### config.mk
export PLATFORM = sky130hd
export DESIGN_NAME = axi4_lite_slave_read_pipe
export DESIGN_NICKNAME = d
export VERILOG_FILES = /design/src/rtl/axi4_lite_pkg.sv /design/src/rtl/axi4_lite_resp_fifo.sv /design/src/rtl/axi4_lite_slave_read_pipe.sv
export SDC_FILE = /design/constraint.sdc
export NUM_CORES = 1
export LEC_CHECK = 0
export CAP_MARGIN = 10
export CORE_ASPECT_RATIO = 1.25
export CORE_MARGIN = 1
export CORE_UTILIZATION = 29
export CTS_BUF_LIST = sky130_fd_sc_hd__clkbuf_16
export CTS_CLUSTER_SIZE = 10
export DETAILED_ROUTE_END_ITERATION = 10
export HOLD_SLACK_MARGIN = 0.1
export PLACE_DENSITY_LB_ADDON = 0.12
export SLEW_MARGIN = 10
export SYNTH_ARGS = -nofsm -noshare
export SYNTH_HDL_FRONTEND = slang
export SYNTH_SLANG_ARGS = --single-unit
### constraint.sdc
create_clock -name clk -period 2.2 [get_ports clk]
set_input_delay 0.44 -clock clk [delete_from_list [all_inputs] [get_ports clk]]
set_output_delay 0.44 -clock clk [all_outputs]
set_load 0.02 [all_outputs]
### src/rtl/axi4_lite_pkg.sv
// Shared AXI4-Lite response encodings for the read and write slaves.
// Ports: none (package).
// Contents: resp_t, RESP_OKAY/RESP_SLVERR, backend result mapping helper.
package axi4_lite_pkg;

  typedef logic [1:0] resp_t;

  localparam resp_t RESP_OKAY   = 2'b00;
  localparam resp_t RESP_SLVERR = 2'b10;

  // Backend reports 1 for success; anything else is a slave error.
  function automatic resp_t backend_resp(input logic ok);
    return ok ? RESP_OKAY : RESP_SLVERR;
  endfunction

endpackage

### src/rtl/axi4_lite_resp_fifo.sv
// In-order response FIFO holding {resp, data}; head is driven straight from storage registers.
// Ports: clk/rst_n; push_i + push_resp_i/push_data_i; pop_i; empty_o/full_o; head_resp_o/head_data_o.
// Push and pop may coincide at any occupancy; pointers wrap modulo depth.
module axi4_lite_resp_fifo
  import axi4_lite_pkg::*;
#(
  parameter int data_width = 32,
  parameter int depth      = 2
) (
  input  logic                  clk,
  input  logic                  rst_n,
  input  logic                  push_i,
  input  resp_t                 push_resp_i,
  input  logic [data_width-1:0] push_data_i,
  input  logic                  pop_i,
  output logic                  empty_o,
  output logic                  full_o,
  output resp_t                 head_resp_o,
  output logic [data_width-1:0] head_data_o
);

  localparam int PW = (depth > 1) ? $clog2(depth) : 1;
  localparam int CW = $clog2(depth + 1);
  localparam int EW = data_width + 2;

  logic [EW-1:0] mem_q [depth];
  logic [PW-1:0] wptr_q, wptr_d, rptr_q, rptr_d;
  logic [CW-1:0] count_q, count_d;

  function automatic logic [PW-1:0] ptr_inc(input logic [PW-1:0] p);
    if (p == PW'(depth - 1)) return '0;
    return p + PW'(1);
  endfunction

  always_comb begin
    wptr_d  = wptr_q;
    rptr_d  = rptr_q;
    count_d = count_q + CW'(push_i) - CW'(pop_i);
    if (push_i) wptr_d = ptr_inc(wptr_q);
    if (pop_i)  rptr_d = ptr_inc(rptr_q);
  end

  // Storage is reset too, so the head reads as zero straight out of reset.
  always_ff @(posedge clk or negedge rst_n) begin
    if (!rst_n) begin
      for (int i = 0; i < depth; i++) mem_q[i] <= '0;
      wptr_q  <= '0;
      rptr_q  <= '0;
      count_q <= '0;
    end else begin
      if (push_i) mem_q[wptr_q] <= {push_resp_i, push_data_i};
      wptr_q  <= wptr_d;
      rptr_q  <= rptr_d;
      count_q <= count_d;
    end
  end

  assign empty_o     = (count_q == '0);
  assign full_o      = (count_q == CW'(depth));
  assign head_resp_o = mem_q[rptr_q][EW-1 -: 2];
  assign head_data_o = mem_q[rptr_q][data_width-1:0];

endmodule

### src/rtl/axi4_lite_slave_read_pipe.sv
// AXI4-Lite read slave: up to resp_depth outstanding ARs, issued in order to a register backend.
// Ports: clk/rst_n; backend read_req/read_addr/read_prot out, read_ready/read_response/read_value in;
//        AXI AR (araddr/arprot/arvalid/arready) and R (rdata/rresp/rvalid/rready) channels.
module axi4_lite_slave_read_pipe
  import axi4_lite_pkg::*;
#(
  parameter int addr_width     = 7,
  parameter int data_width     = 32,
  parameter int resp_depth     = 2,
  parameter int timeout_cycles = 0
) (
  input  logic                  clk,
  input  logic                  rst_n,
  output logic                  read_req,
  output logic [addr_width-1:0] read_addr,
  output logic [2:0]            read_prot,
  input  logic                  read_ready,
  input  logic                  read_response,
  input  logic [data_width-1:0] read_value,
  input  logic [addr_width-1:0] s_axi_araddr,
  input  logic [2:0]            s_axi_arprot,
  input  logic                  s_axi_arvalid,
  output logic                  s_axi_arready,
  output logic [data_width-1:0] s_axi_rdata,
  output logic [1:0]            s_axi_rresp,
  output logic                  s_axi_rvalid,
  input  logic                  s_axi_rready
);

  if (!(data_width == 32 || data_width == 64)) begin : g_bad_data_width
    $error("axi4_lite_slave_read_pipe: data_width must be 32 or 64");
  end
  if (resp_depth < 1) begin : g_bad_resp_depth
    $error("axi4_lite_slave_read_pipe: resp_depth must be at least 1");
  end

  localparam int OW = $clog2(resp_depth + 1);

  logic                  arready_q, arready_d;
  logic                  req_q, req_d;
  logic [addr_width-1:0] addr_q, addr_d;
  logic [2:0]            prot_q, prot_d;
  logic [OW-1:0]         outst_q, outst_d;

  logic                  ar_hs, r_hs, complete, timeout_hit;
  logic                  fifo_empty, fifo_full, fifo_push, fifo_pop;
  resp_t                 push_resp, head_resp;
  logic [data_width-1:0] push_data;

  assign ar_hs    = s_axi_arvalid & arready_q;
  assign r_hs     = s_axi_rvalid & s_axi_rready;
  assign complete = req_q & (read_ready | timeout_hit);

  // Timeout counter exists only when enabled; it counts request cycles without read_ready.
  if (timeout_cycles > 0) begin : g_tmo
    localparam int TW = (timeout_cycles > 1) ? $clog2(timeout_cycles) : 1;
    logic [TW-1:0] tcnt_q, tcnt_d;

    always_comb begin
      tcnt_d = tcnt_q;
      if (ar_hs)                    tcnt_d = '0;
      else if (req_q && !read_ready) tcnt_d = tcnt_q + TW'(1);
    end

    always_ff @(posedge clk or negedge rst_n) begin
      if (!rst_n) tcnt_q <= '0;
      else        tcnt_q <= tcnt_d;
    end

    // A real read_ready in the last allowed cycle takes priority over the timeout.
    assign timeout_hit = req_q & ~read_ready & (tcnt_q == TW'(timeout_cycles - 1));
  end else begin : g_no_tmo
    assign timeout_hit = 1'b0;
  end

  always_comb begin
    outst_d = outst_q + OW'(ar_hs) - OW'(r_hs);
    req_d   = req_q;
    addr_d  = addr_q;
    prot_d  = prot_q;
    // ar_hs only happens while the slot is idle, so it never collides with a completion.
    if (ar_hs) begin
      req_d  = 1'b1;
      addr_d = s_axi_araddr;
      prot_d = s_axi_arprot;
    end else if (complete) begin
      req_d  = 1'b0;
    end
    // Accept again only if there is room for another response and the backend slot frees up.
    arready_d = (outst_d < OW'(resp_depth)) & ~ar_hs & (~req_q | complete);
  end

  always_ff @(posedge clk or negedge rst_n) begin
    if (!rst_n) begin
      arready_q <= 1'b0;
      req_q     <= 1'b0;
      addr_q    <= '0;
      prot_q    <= '0;
      outst_q   <= '0;
    end else begin
      arready_q <= arready_d;
      req_q     <= req_d;
      addr_q    <= addr_d;
      prot_q    <= prot_d;
      outst_q   <= outst_d;
    end
  end

  // Timeout completions carry SLVERR with zero data.
  assign push_resp = read_ready ? backend_resp(read_response) : RESP_SLVERR;
  assign push_data = read_ready ? read_value : '0;
  // The outstanding limit already keeps the FIFO from filling; the full term is a cheap backstop.
  assign fifo_push = complete & (~fifo_full | fifo_pop);
  assign fifo_pop  = r_hs;

  axi4_lite_resp_fifo #(
    .data_width (data_width),
    .depth      (resp_depth)
  ) u_resp_fifo (
    .clk         (clk),
    .rst_n       (rst_n),
    .push_i      (fifo_push),
    .push_resp_i (push_resp),
    .push_data_i (push_data),
    .pop_i       (fifo_pop),
    .empty_o     (fifo_empty),
    .full_o      (fifo_full),
    .head_resp_o (head_resp),
    .head_data_o (s_axi_rdata)
  );

  assign s_axi_rvalid  = ~fifo_empty;
  assign s_axi_rresp   = head_resp;
  assign s_axi_arready = arready_q;
  assign read_req      = req_q;
  assign read_addr     = addr_q;
  assign read_prot     = prot_q;

endmodule

==> impl_metrics.csv, run 1 <==
group,metric,value,unit
sta,hold_slack,0.142,ns
clocking,clock_sinks,84,
pwr,netSwitchingFraction,32.2,%
placed_design,placed_cells,524,
run_status,outcome,"complete, no violations",
sta,setup_viol,0,
clocking,cts_tree,"done",
clocking,postCtsHoldBufs,0,
sta,hold_viol,0,
pwr,power.density,1380,nW/um^2
route,num_vias,2379,
route,remaining_drc_errors,0,
route,dr.first_iter.drc_count,22,
clocking,clkLatencyLatePin,0.33,ns
pwr,p_leak,2.43,nW
critical_path,critPathMaxFanout,20,
critical_path,cp.arrival,1.62,ns
grt,antenna_found_initial,0,
sta,min_period_over_period,93.8,%
cells_and_area,drive_gt1_share,36.4,%
synth,synth.area.top_cells,"dfrtp_1 (55%), mux2_2 (30%), and2_1 (5.2%)",
die,chipHeight,131,um
die,core_area,12800,sq um
cells_and_area,final_cell_mix,"mux2_2 (103), dfrtp_1 (83), clkdlybuf4s50_1 (59), dlygate4sd2_1 (33), and2_1 (32)",
pwr,p_clk_share,22.7,%
clocking,cts_buffer_depth,2,
clocking,post_cts_buffers,0,
synth,syn_area,3850,sq um
synth,netlist.area_leader.share,54.6,%
flow_run,max_cap_violations,0,
placed_design,io_buffers,93,
route,post_drt_wl_per_cell,15.5,um
synth,yosys.area.top_type,"dfrtp_1",
placed_design,globalplace.congestion,0.668,
sta,rsz0062_at_grt,"false",
critical_path,critical_path.endpoint_type,"output port",
synth,syn_nets,317,
synth,ys_types,25,
synth,synthCells,267,
grt,grt_max_degree,85,
cells_and_area,nNetsFinal,417,
min_path,hold_path_class,"input port to async pin",
die,rows,46,
cells_and_area,layout.cells.non_filler,539,
pwr,pwr-share-comb,43.4,%
critical_path,required,1.76,ns
sta,fin_skew,0.00370,ns
grt,grt_overflow,0,
sta,finalSetupTns,0,ns
pwr,p_sw,2.38,mW
clocking,root_buffer,"clkbuf_16",
critical_path,cp_num_buf_inv,2,
cells_and_area,layout_commonest_cell,"mux2_2",
route,via_per_inst,4.41,
grt,grt_pass1_wl,13.7,mm
critical_path,crit_family,"buffers and inverters",
critical_path,cp_slowest_stage_delay,0.41,ns
critical_path,crit_type,"flip-flop to output port",
pwr,seq_power_share,33.9,%
synth,yosysSeqAreaShare,54.6,%
cells_and_area,synthToLayoutAreaGrowth,38.6,%
placed_design,hpwlAfterDp,5.37,mm
clocking,h-tree-depth,3,
clocking,clkTransAtPathRegs,0.06,ns
grt,grt_usage,13.1,%
synth,yosysWarningCount,0,
route,final_antenna_net_count,0,
route,first_pass_iters,4,
cells_and_area,diodes,0,
grt,grt_pass1_vias,2640,
route,finalWirelength,8.36,mm
pwr,p_int,5.01,mW
die,die_area,13800,sq um
sta,timing.final.crit_period,2.06,ns
critical_path,crit_slowest_cell,"dfrtp_2",
critical_path,startpoint_type,"flip-flop",
die,die_w,105,um
clocking,numCtsBuffers,9,
sta,max_freq,0.485,GHz
die,ios,95,
synth,synth_area_per_cell,14.4,sq um
die,initial_utilization,30.0,%
critical_path,path_cells,"buf_12, mux2_2, dlygate4sd2_1",
synth,synth-seq-cells,84,
sta,slew_viol_final,0,
pwr,ir_worst_vdd,0.000478,V
[state kept, by name, indices dropped and copies added (netlist names)]
name                 flops
outst_q                  2
read_addr                7
read_prot                3
read_req                 1
s_axi_arready            1
u_resp_fifo.count_q      2
u_resp_fifo.mem_q       66
u_resp_fifo.rptr_q       1
u_resp_fifo.wptr_q       1
[layout make-up]
cell class / count / area, sq um
Multi-Input combinational cell: 166 / 1630
Sequential cell: 84 / 2100
Inverter: 2 / 7.51
Timing Repair Buffer: 104 / 1060
Clock inverter: 6 / 104
Clock buffer: 9 / 225
Fill cell: 1229 / 7490
Tap cell: 168 / 210
[layer usage]
layer / GRT usage [%] / up-vias / share of wire (%)
met1: 16.0 / 1206 / 45
met3: 2.68 / 8 / 3.3
li1: - / 1117 / -
met5: 0 / - / 0
met2: 22.2 / 48 / 50
met4: 6.21 / 0 / 1.5
[synth_stat cells]
master    instances
mux2_2          103
dfrtp_1          84
and2_1           32
buf_6             6
mux2_1            6
clkbuf_1          5
xnor2_1           4
buf_2             3
xor2_1            3
ha_1              2
inv_1             2
nand2_1           2
nor3b_4           2
o21ai_0           2
a21boi_0          1
a21oi_1           1
buf_4             1
conb_1            1
nand2_2           1
nand3_1           1
nor2_1            1
nor2b_1           1
nor3_4            1
o21ai_1           1
or2_2             1
[cell families after synthesis]
logic type / synth area share [%]
other: 0.0973
XOR/XNOR: 1.59
AO/OA/AOI/OAI: 0.714
buffers and inverters: 3.02
AND/OR/NAND/NOR: 7.50
flip-flops: 54.6
adder cells (fa/ha/maj): 0.649
multiplexers: 31.9
[worst paths after layout]
check | depth (start not counted) | slack (ns) | to | from
worst min register to register | 1 | 0.48 | outst_q[0]$_DFF_PN0_ | outst_q[0]$_DFF_PN0_
min in group clk | 1 | 0.48 | outst_q[0]$_DFF_PN0_ | outst_q[0]$_DFF_PN0_
worst max register to register | 4 | 0.61 | u_resp_fifo.mem_q[9]$_DFFE_PN0P_ | u_resp_fifo.count_q[1]$_DFF_PN0_
worst min-delay path | 2 | 0.14 | read_addr[6]$_DFFE_PN0P_ | rst_n
max in group asynchronous | 2 | 1.70 | u_resp_fifo.rptr_q$_DFFE_PN0P_ | rst_n
worst max-delay path | 3 | 0.14 | s_axi_rdata[6] | u_resp_fifo.rptr_q$_DFFE_PN0P_
[power by group through the flow]
stage	sequential [mW]	combinational (mW)	clock (mW)
after CTS	2.51	3.28	1.75
after detailed placement	2.53	3.53	0
after global placement	2.50	3.50	0
after global routing	2.59	3.45	1.81
final	2.50	3.20	1.68
after floorplan	2.57	1.97	0
[stage by stage]
step	utilization (%)	setup slack, ns	cell area (sq um)	power, mW
6_report	41.6	0.137	5340	7.38
5_1_grt	41.6	0.0912	5340	7.85
4_1_cts	41.6	0.103	5340	7.53
3_5_place_dp	39.4	0.0459	5050	6.06
3_3_place_gp	39.4	0.0818	5050	6.00
2_1_floorplan	-	0.416	3850	4.54
[worst register-to-register path, stage by stage, from the launching register on]
cell	delay (ns)
dfrtp_1	0.41
nor3b_4	0.19
nor3b_4	0.31
buf_12	0.21
mux2_2	0.35
[repair_timing]
item / 4_1_cts / 5_1_grt
endpoints found under the setup margin: 33 / 0
resized for setup: 33 / 0
endpoints found under the hold margin: 0 / 0
(Power assumes the default switching activity.)
==> inputs of run 2 (changes only) <==
==> constraint.sdc (replaced) <==
create_clock -name clk -period 2.2 [get_ports clk]
set_input_delay 0.33 -clock clk [delete_from_list [all_inputs] [get_ports clk]]
set_output_delay 0.33 -clock clk [all_outputs]
set_load 0.02 [all_outputs]
==> impl_metrics.csv, run 2 (synthesized netlist as in run 1, its figures left out) <==
group,metric,value,unit
route,num_vias,2424,
pwr,p_leak,2.49,nW
pwr,pwr-share-comb,45.6,%
critical_path,ff2ff_path_depth,4,
min_path,holdPathStages,1,
critical_path,cp.arrival,1.81,ns
critical_path,regToRegStartpoint,"u_resp_fifo.count_q[1]$_DFF_PN0_",
grt,grt_pass1_vias,2717,
die,core_area,12800,sq um
critical_path,r2r_setup_slack,0.61,ns
sta,min_period_over_period,97.4,%
die,chipHeight,131,um
die,initial_utilization,30.0,%
pwr,power.density,1390,nW/um^2
critical_path,crit_type,"flip-flop to output port",
critical_path,crit_path_start,"u_resp_fifo.rptr_q$_DFFE_PN0P_",
cells_and_area,largest_reg_flops,66,
clocking,cts_buffer_depth,2,
run_status,outcome,"complete, no violations",
sta,fin_skew,0.00650,ns
min_path,hold_path_class,"flip-flop to flip-flop",
placed_design,io_buffers,93,
grt,grt_overflow,0,
sta,timing.final.crit_period,2.14,ns
clocking,clock_sinks,84,
route,remaining_drc_errors,0,
clocking,clkTransAtPathRegs,0.06,ns
clocking,h-tree-depth,3,
route,via_per_inst,4.47,
clocking,numCtsBuffers,9,
clocking,cts_tree,"done",
pwr,p_int,5.08,mW
sta,hold_slack,0.485,ns
cells_and_area,synthToLayoutAreaGrowth,39.9,%
cells_and_area,final_cell_mix,"mux2_2 (103), dfrtp_1 (83), clkdlybuf4s50_1 (79), and2_1 (32), dlymetal6s2s_1 (12)",
sta,max_freq,0.467,GHz
cells_and_area,drive_gt1_share,36.4,%
sta,rsz0062_at_grt,"false",
min_path,hold-path-endpoint,"outst_q[0]$_DFF_PN0_",
min_path,min_from,"outst_q[0]$_DFF_PN0_",
die,ios,95,
critical_path,required,1.87,ns
route,first_pass_iters,3,
pwr,p_sw,2.38,mW
critical_path,startpoint_type,"flip-flop",
flow_run,max_cap_violations,0,
pwr,ir_worst_vdd,0.000502,V
grt,global_route.usage.met1,15.5,%
die,rows,46,
die,die_area,13800,sq um
grt,grt_usage,13.4,%
placed_design,hpwlAfterDp,5.60,mm
grt,top_usage_layer,"met2",
pwr,p_clk_share,21.0,%
clocking,root_buffer,"clkbuf_16",
placed_design,globalplace.congestion,0.660,
die,die_w,105,um
cells_and_area,diodes,0,
sta,setup_viol,0,
grt,grt_max_degree,36,
route,final_antenna_net_count,0,
grt,antenna_found_initial,0,
critical_path,reg2reg_to,"u_resp_fifo.mem_q[8]$_DFFE_PN0P_",
clocking,clkLatencyLatePin,0.34,ns
route,dr.first_iter.drc_count,29,
sta,hold_viol,0,
route,post_drt_wl_per_cell,15.5,um
critical_path,critPathMaxFanout,16,
grt,grtUsageMet3,2.03,%
critical_path,critical_path.endpoint_type,"output port",
cells_and_area,top_register,"u_resp_fifo.mem_q",
pwr,netSwitchingFraction,31.9,%
route,finalWirelength,8.40,mm
pwr,seq_power_share,33.5,%
sta,finalSetupTns,0,ns
cells_and_area,layout_commonest_cell,"mux2_2",
cells_and_area,nNetsFinal,420,
grt,grt_pass1_wl,13.9,mm
grt,grt_use_met2,23.5,%
sta,slew_viol_final,0,
run 2: cell count changes in the layout (fill, tap and decap cells not counted), sizes merged:
cell           before  now
dlygate4sd2        33    1
clkinvlp            0    1
dlymetal6s2s        0   12
dlygate4sd3         0    1
clkdlybuf4s50      59   79
buf                12   14
bufinv              3    2
run 2: what timing repair did:
item | in CTS | in global routing
buffers inserted | 1 | 0
gates resized for setup | 1 | 12
hold buffers | 1 | 0
hold endpoints to repair | 32 | 0
setup endpoints to repair | 31 | 12
run 2: worst max path at each step:
stage	to	slack [ns]	cells after the start
finish	s_axi_rdata[4]	0.06	3
global route	s_axi_rdata[28]	0.0002	3
CTS	s_axi_rdata[1]	0.008	3
detailed placement	s_axi_arready$_DFF_PN0_	0.17	7
global placement	s_axi_arready$_DFF_PN0_	0.20	7
floorplan	s_axi_arready$_DFF_PN0_	0.42	7
run 2: final cells by class:
type | count | area, sq um
Clock buffer | 9 | 225
Tap cell | 168 | 210
Sequential cell | 84 | 2100
Timing Repair Buffer | 107 | 1130
Multi-Input combinational cell | 166 | 1630
Fill cell | 1230 | 7450
Inverter | 2 | 7.51
Clock inverter | 6 | 80.1
run 2: routing by layer:
metal / share of wire, % / vias to the layer above
met3: 3.2 / 13
met5: 0 / -
li1: - / 1120
met2: 51 / 49
met1: 43 / 1242
met4: 2.6 / 0
run 2: power groups by stage:
stage | Clock [mW] | Combinational [mW] | Sequential, mW
final | 1.57 | 3.40 | 2.50
after global routing | 1.68 | 3.65 | 2.59
after CTS | 1.63 | 3.51 | 2.50
after detailed placement | 0 | 3.47 | 2.54
after global placement | 0 | 3.45 | 2.52
after floorplan | 0 | 1.97 | 2.57
run 2: stage by stage:
step	cell area [sq um]	instances	worst slack [ns]	util (%)	power, mW
2_1_floorplan	3850	267	0.416	-	4.54
3_3_place_gp	5040	525	0.197	39.2	5.98
3_5_place_dp	5040	525	0.172	39.2	6.01
4_1_cts	5360	542	0.00816	41.7	7.64
5_1_grt	5390	542	0.000234	42.0	7.91
6_report	5390	542	0.0567	42.0	7.46
run 2: worst max-delay path: stages, from the launching register on:
cell and delay, ns:
dfrtp_2 0.42, buf_12 0.18, mux2_2 0.35, clkdlybuf4s50_1 0.54
